File: src/rtl/multi_light_manager.sv
// Multi-channel LED brightness manager with per-channel PWM and optional fade.
// Define MLM_FADE_EN to enable the ramped level fade; otherwise level tracks target.
module multi_light_manager #(
  parameter int N_CH     = 4,
  parameter int W        = 8,
  parameter int STEP     = 5,
  parameter int RAMP_DIV = 64,
  parameter int INIT_LVL = 0
) (
  input  logic                                   clk_i,
  input  logic                                   rst_n_i,
  input  logic                                   inc_i,
  input  logic                                   dec_i,
  input  logic                                   sel_i,
  output logic [N_CH-1:0]                        pwm_o,
  output logic [(N_CH>1?$clog2(N_CH):1)-1:0]     sel_o,
  output logic [W-1:0]                           level_o,
  output logic                                   busy_o
);

  localparam int SW = (N_CH > 1) ? $clog2(N_CH) : 1;
  localparam logic [W:0]   STEPV = (W+1)'(STEP);
  localparam logic [W:0]   MAXV  = {1'b0, {W{1'b1}}};
  localparam logic [W-1:0] INITV = W'(INIT_LVL);
  localparam logic [SW-1:0] LAST = SW'(N_CH - 1);

  logic [W-1:0]  tgt     [N_CH];
  logic [W-1:0]  tgt_nxt [N_CH];
  logic [W-1:0]  lvl     [N_CH];
  logic [W-1:0]  lvl_nxt [N_CH];
  logic [SW-1:0] sel, sel_nxt;
  logic [W-1:0]  cnt;
  logic          busy_nxt;
  logic [W:0]    cur, sum, dif;
  logic [W-1:0]  inc_v, dec_v;

  // Step arithmetic is one bit wider so saturation compares never overflow.
  always_comb begin
    cur   = {1'b0, tgt[sel]};
    sum   = cur + STEPV;
    dif   = cur - STEPV;
    inc_v = (sum > MAXV) ? {W{1'b1}} : sum[W-1:0];
    dec_v = (cur < STEPV) ? '0 : dif[W-1:0];
    tgt_nxt = tgt;
    if (inc_i && !dec_i) begin
      tgt_nxt[sel] = inc_v;
    end else if (dec_i && !inc_i) begin
      tgt_nxt[sel] = dec_v;
    end
  end

  always_comb begin
    sel_nxt = sel;
    if (sel_i) begin
      sel_nxt = (sel == LAST) ? '0 : sel + 1'b1;
    end
  end

`ifdef MLM_FADE_EN
  localparam int PW = (RAMP_DIV > 1) ? $clog2(RAMP_DIV) : 1;
  localparam logic [PW-1:0] PLAST = PW'(RAMP_DIV - 1);

  logic [PW-1:0] presc;
  logic          tick;

  assign tick = (presc == PLAST);

  always_comb begin
    lvl_nxt  = lvl;
    busy_nxt = 1'b0;
    for (int c = 0; c < N_CH; c++) begin
      if (tick) begin
        if (lvl[c] < tgt[c]) begin
          lvl_nxt[c] = lvl[c] + 1'b1;
        end else if (lvl[c] > tgt[c]) begin
          lvl_nxt[c] = lvl[c] - 1'b1;
        end
      end
      if (lvl_nxt[c] != tgt_nxt[c]) begin
        busy_nxt = 1'b1;
      end
    end
  end

  always_ff @(posedge clk_i or negedge rst_n_i) begin
    if (!rst_n_i) begin
      presc <= '0;
      for (int c = 0; c < N_CH; c++) begin
        lvl[c] <= INITV;
      end
    end else begin
      presc <= tick ? '0 : presc + 1'b1;
      lvl   <= lvl_nxt;
    end
  end
`else
  assign lvl      = tgt;
  assign lvl_nxt  = tgt_nxt;
  assign busy_nxt = 1'b0;
`endif

  always_ff @(posedge clk_i or negedge rst_n_i) begin
    if (!rst_n_i) begin
      for (int c = 0; c < N_CH; c++) begin
        tgt[c] <= INITV;
      end
      sel     <= '0;
      cnt     <= '0;
      pwm_o   <= '0;
      level_o <= INITV;
      busy_o  <= 1'b0;
    end else begin
      tgt     <= tgt_nxt;
      sel     <= sel_nxt;
      cnt     <= cnt + 1'b1;
      level_o <= lvl_nxt[sel_nxt];
      busy_o  <= busy_nxt;
      for (int c = 0; c < N_CH; c++) begin
        pwm_o[c] <= (cnt < lvl[c]);
      end
    end
  end

  assign sel_o = sel;

endmodule

File: config.mk
export PLATFORM = sky130hd
export DESIGN_NAME = multi_light_manager
export DESIGN_NICKNAME = d
export VERILOG_FILES = /design/src/rtl/multi_light_manager.sv
export SDC_FILE = /design/constraint.sdc
export NUM_CORES = 1
export LEC_CHECK = 0
export ABC_AREA = 0
export ABC_CLOCK_PERIOD_IN_PS = 5900
export CORE_UTILIZATION = 45
export DETAILED_ROUTE_END_ITERATION = 8
export PLACE_DENSITY_LB_ADDON = 0.05
export SYNTH_ARGS = -nofsm -noshare
export SYNTH_HDL_FRONTEND = slang
export SYNTH_SLANG_ARGS = --single-unit
File: constraint.sdc
create_clock -name clk_i -period 5.9 [get_ports clk_i]
set_clock_uncertainty 0.1 [all_clocks]
set_input_delay 0.59 -clock clk_i [delete_from_list [all_inputs] [get_ports clk_i]]
set_output_delay 0.59 -clock clk_i [all_outputs]
set_load 0.1 [all_outputs]
==> results of run 1 <==
[registers in the layout, indices dropped and copies added (netlist names)]
signal	count
cnt	8
level_o	8
lvl	32
pwm_o	4
sel_o	2
[cell type report]
| class | instances | area share (%) |
|---|---|---|
| clock buffer | 7 | 2.141 |
| multi-input combinational | 349 | 56.57 |
| inverter | 40 | 3.336 |
| timing repair buffer | 23 | 4.726 |
| tap | 108 | 3.003 |
| sequential | 54 | 30.03 |
| clock inverter | 1 | 0.1946 |
[logic make-up (layout without fill, tap and decap cells)]
family          Yosys count  in the layout
fa+ha+maj                36             36
flops                    54             54
other cells               1              1
mux                      21             21
xor+xnor                 13             13
compound gates          149            149
simple gates            129            129
buf+inv                  65             71
[metrics by stage]
step           hold WS, ns  instances
2_1_floorplan       0.1944        468
3_3_place_gp        0.4555        574
3_5_place_dp        0.4693        574
4_1_cts             0.3344        582
5_1_grt             0.3573        582
6_report            0.2748        582
[path summary, 6_finish.rpt]
path	to	slack [ns]	cells past startpoint
worst max-delay path	level_o[3]	2.35	10
worst min-delay path	level_o[0]	0.27	2
worst max register to register	level_o[3]	2.35	10
worst min register to register	cnt[7]	0.49	1
max in group asynchronous	lvl[19]	4.92	2
min in group clk_i	cnt[7]	0.49	1
[worst register-to-register path, stage by stage, from the launching register on]
cell      delay, ns
dfrtp_1        0.82
mux4_2         0.52
ha_1           0.38
or3b_2         0.51
nand4_1        0.11
nand4_1        0.11
nor3_1         0.17
a211oi_1       0.15
a311oi_1       0.41
a22oi_1        0.11
nand2_1        0.09
[cells in the final DEF, fill, tap and decap left out, drive strengths merged, types with 9 or more instances in the layout]
| cell | netlist | layout |
|---|---|---|
| a211oi | 10 | 10 |
| a21o | 28 | 28 |
| a21oi | 33 | 33 |
| a22oi | 11 | 11 |
| a31oi | 12 | 12 |
| clkdlybuf4s50 | 0 | 17 |
| dfrtp | 54 | 54 |
| ha | 36 | 36 |
| inv | 39 | 39 |
| nand2 | 39 | 39 |
| nand3 | 11 | 11 |
| nor2 | 37 | 37 |
| o21ai | 17 | 17 |
| o22ai | 10 | 10 |
| xnor2 | 9 | 9 |
[routing by layer]
layer	track usage [%]	vias to the layer above
li1	-	1705
met1	39.35	1788
met2	43.12	208
met3	4.468	40
met4	13.43	0
met5	0	-
==> results.yml, run 1 <==
layout:
  n_antenna_cell: 0
  multi_input_area_sq_mm: 0.002546
  design_area_sq_mm: 0.004501
  drive_gt1_share_pct: 8.861
  nets: 514
  syn2layout_area_growth_pct: 7.566
  fillers: 875
  utilization_pct: 50.86
  seqCellArea_sq_mm: 0.001351
worst_setup_path:
  path_buf_inv: 0
  crit_slowest_cell: "dfrtp_1"
  cp_max_fo: 15
  required_ns: 6.06
  slowest_delay_ns: 0.82
  crit_path_start_kind: "register"
  cpMostUsedCell: "nand4_1"
  cp.arrival_ns: 3.70
  end_kind: "register"
  crit_path_cell_trace: "mux4_2 -> ha_1 -> or3b_2 -> nand4_1 -> nand4_1 -> nor3_1 -> a211oi_1 -> a311oi_1 -> a22oi_1 -> nand2_1"
  crit_type: "register to register"
  crit_start: "sel_o[1]"
  worstReg2RegStart: "sel_o[1]"
  critical-path-top-delay-family: "simple AND/OR/NAND/NOR gates"
routing:
  post_drt_wl_per_cell_um: 22.55
  vias: 3741
  ant_nets: 0
  drc: 2
  drtIter0Drc: 416
  met1_length_um: 5799
  top_layer: "met4"
  met2_length_um: 5806
  vias_per_cell: 6.428
  firstDrtPassIters: 9
  wl_met3_um: 970
  totalWireLength_um: 13130
global_route:
  first_global_vias: 3651
  track_usage_pct: 28.24
  antenna_found_initial: 0
  grt_pass1_wl_um: 20840
  grt_overflow: 0
  grt_start_max_net_pins: 55
clock_network:
  cts_tree: "done"
  ctsResizeCount: 0
  path_clk_slew_ns: 0.11
  clock-sinks: 54
  root_buffer: "clkbuf_8"
  cts-hold-fix-buffers: 0
  clock_latency_ns: 0.32
  h-tree-depth: 2
  cts_buffer_depth: 2
  cts_setup_buffers: 0
  cts_buffers: 5
sta:
  fin_crit_sh_pct: 60.15
  rsz0062_at_grt: "false"
  layout_setup_ws_ns: 2.351
  setup_tns_ns: 0
  worstMarginPinSlew_ns: 0.9732
  timing.final.hold_violations: 0
  finalCriticalPeriod_ns: 3.549
  relSlewSlack_pct: 34.92
  setup_viol: 0
  fmax_mhz: 281.8
  slew_viol_final: 0
logic_synthesis:
  mappedNetlistNets: 509
  yosysTopAreaCell: "dfrtp_1"
  ys_seq_area_share_pct: 32.30
  synthFlopType: "dfrtp_1"
  muxShareOfSynthArea_pct: 7.566
  synth_cell_types: 62
  synth_top_family_by_area: "compound AO/OA/AOI/OAI gates"
  synthTopCellsByCount: "54 x dfrtp_1, 38 x inv_1, 38 x nand2_1, 36 x ha_1, 36 x nor2_1"
  syn-cell-area_sq_mm: 0.004184
  synthXorXnorAreaFrac_pct: 2.721
  synth_edf_count: 0
  syn_inst: 468
  synth-warning-count: 0
  synth-compound-area-share_pct: 24.94
  synth_top_area_share_pct: 32.30
  ys_ff_latch: 54
  synth_most_common_cell: "dfrtp_1"
  synth_area_leaders: "dfrtp_1 32%, ha_1 11%, a21o_1 5.0%, mux4_2 4.3%, a21oi_1 3.8%"
  synth_simple_gate_area_share_pct: 14.77
  avgSynthCellArea_sq_um: 8.940
  synthAdderAreaFrac_pct: 10.77
  synthArstFlopShare_pct: 100.0
placed_design:
  gp_congestion: 0.9815
  place_ws_ns: 2.356
  portBuffers: 18
  dpl.hpwl_um: 9543
  dpl-instance-area_sq_mm: 0.004395
min_path:
  min_path_type: "input pin to async pin"
run:
  drv_cap: 0
floorplan:
  initial_utilization_pct: 47.29
  die_h_um: 98.43
  rows: 34
  fp.coreArea_sq_mm: 0.008848
  die_x_um: 98.43
  die_area_sq_mm: 0.009687
  io_pins: 20
run_status:
  outcome: "finished, violations left"
  violations: "DRC"
Power of run 1 is left out: the tool's default activity adds up to more than one toggle a clock period on the data nets, which glitch-free logic cannot reach.
==> inputs of run 2 (changes only) <==
--- a/config.mk
+++ b/config.mk
@@ -6,7 +6,7 @@
 export NUM_CORES = 1
 export LEC_CHECK = 0
 export ABC_AREA = 0
-export ABC_CLOCK_PERIOD_IN_PS = 5900
+export ABC_CLOCK_PERIOD_IN_PS = 3000
 export CORE_UTILIZATION = 45
 export DETAILED_ROUTE_END_ITERATION = 8
 export PLACE_DENSITY_LB_ADDON = 0.05
==> constraint.sdc (replaced) <==
create_clock -name clk_i -period 3 [get_ports clk_i]
set_clock_uncertainty 0.1 [all_clocks]
set_input_delay 0.3 -clock clk_i [delete_from_list [all_inputs] [get_ports clk_i]]
set_output_delay 0.3 -clock clk_i [all_outputs]
set_load 0.1 [all_outputs]
==> run 2 against run 1 <==
Critical path depth up 2. Highest routed layer unchanged. Global-route usage up 1.7 points. The flow now finishes without violations. Largest cell class unchanged. Critical endpoint unchanged. Fmax up 20%. Register-to-register slack worse by 2.3 ns. Flip-flop and latch count unchanged. Count of clock-buffer cells in the layout unchanged. Wire length up 6.5%. Core utilization up 6.7 points. Non-clock buffer count up 67. Sequential share of layout area down 3.4 points. Final cell count up 12%.
==> results.yml, run 2 (synthesis gave the netlist of run 1 again) <==
placed_design:
  dpl.hpwl_um: 10670
  portBuffers: 18
  gp_congestion: 0.9660
  dp_cells: 634
layout:
  top_register: "lvl"
  final_common_cell: "buf_4"
  final_cell_mix: "85 x buf_4, 52 x dfrtp_1, 38 x nand2_1"
  nets: 582
  n_antenna_cell: 0
  syn2layout_area_growth_pct: 21.77
  fillers: 819
  drive_gt1_share_pct: 25.69
  final_cells: 649
  reg.largest.list: "lvl x32, cnt x8, level_o x8"
  largest_reg_flops: 32
worst_setup_path:
  end_kind: "register"
  cp_max_fo: 4
  required_ns: 3.09
  crit_type: "register to register"
  crit_path_start_kind: "register"
  cp.arrival_ns: 3.06
  worst-r2r-setup-slack_ns: 0.03
sta:
  worstMarginPinSlew_ns: 0.7457
  slew_viol_final: 0
  fin_crit_sh_pct: 98.91
  setup_viol: 0
  fmax_mhz: 337.0
  rsz0062_at_grt: "true"
  relSlewSlack_pct: 50.29
  setup_tns_ns: 0
  finalCriticalPeriod_ns: 2.967
  timing.final.hold_violations: 0
global_route:
  grt_pass1_wl_um: 22000
  grt_start_max_net_pins: 30
  grt_overflow: 0
  track_usage_pct: 29.98
  first_global_vias: 3986
  antenna_found_initial: 0
run_status:
  outcome: "completed"
floorplan:
  fp.coreArea_sq_mm: 0.008848
  rows: 34
  die_area_sq_mm: 0.009687
  io_pins: 20
  initial_utilization_pct: 47.29
  die_h_um: 98.43
  die_x_um: 98.43
clock_network:
  cts_buffers: 5
  clock_latency_ns: 0.31
  path_clk_slew_ns: 0.10
  clock-sinks: 54
  cts_buffer_depth: 2
  cts_tree: "done"
  h-tree-depth: 2
  root_buffer: "clkbuf_8"
routing:
  drtIter0Drc: 340
  vias: 4022
  firstDrtPassIters: 7
  totalWireLength_um: 13980
  vias_per_cell: 6.197
  post_drt_wl_per_cell_um: 21.53
  drc: 0
  ant_nets: 0
min_path:
  min_path_type: "register to register"
run:
  drv_cap: 0
==> run 2: metal layers <==
layer	vias up	GRT usage (%)	wire [um]
met1	1956	40.74	6068
li1	1842	-	-
met4	0	10.79	468
met5	-	0	0
met3	38	5.177	1070
met2	186	48.32	6369
==> run 2: path summary, 6_finish.rpt <==
path / from / end / cells after the start
worst max register to register: sel_o[0] / level_o[3] / 12
min in group asynchronous: rst_n_i / lvl[10] / 2
worst min register to register: cnt[0] / cnt[0] / 1
worst min-delay path: cnt[0] / cnt[0] / 1
max in group asynchronous: rst_n_i / lvl[22] / 3
worst max-delay path: sel_o[0] / level_o[3] / 12
==> run 2: cell type report <==
class	instances	area [sq um]	area share, %
tap	108	135.1	2.652
sequential	54	1356	26.62
inverter	40	152.6	2.996
timing repair buffer	90	683.2	13.41
clock buffer	7	86.33	1.694
multi-input combinational	350	2681	52.63
==> run 2: worst max-delay path, cell delays in order, from the launching register on <==
cell	delay, ns
dfrtp_4	0.46
mux4_2	0.60
inv_2	0.12
ha_4	0.15
inv_4	0.05
a2111oi_4	0.47
nand2_2	0.15
buf_4	0.17
o22a_1	0.16
o21ai_2	0.06
a311oi_2	0.07
a22oi_1	0.22
nand2_1	0.08
==> run 2: per-stage QoR <==
stage / instance area, sq um / setup slack (ns) / hold WS (ns) / utilization [%]
after global routing: 5095 / -0.07132 / 0.5037 / 57.58
final: 5095 / 0.03258 / 0.4817 / 57.58
after global placement: 4857 / 0.04812 / 0.3069 / 54.89
after detailed placement: 4857 / -0.03089 / 0.3004 / 54.89
after CTS: 4966 / 0.005024 / 0.4831 / 56.12
after floorplan: 4243 / -0.3177 / -0.09559 / -
==> run 2: timing repair <==
item                       in CTS  in global routing
hold endpoints to repair       27                  0
pin swaps                       1                 11
setup buffers                   0                  6
gates cloned                    0                  1
gates resized for setup         2                 15
setup endpoints to repair       1                  9
hold buffers                    1                  0
Power of run 2 is left out for the same reason.
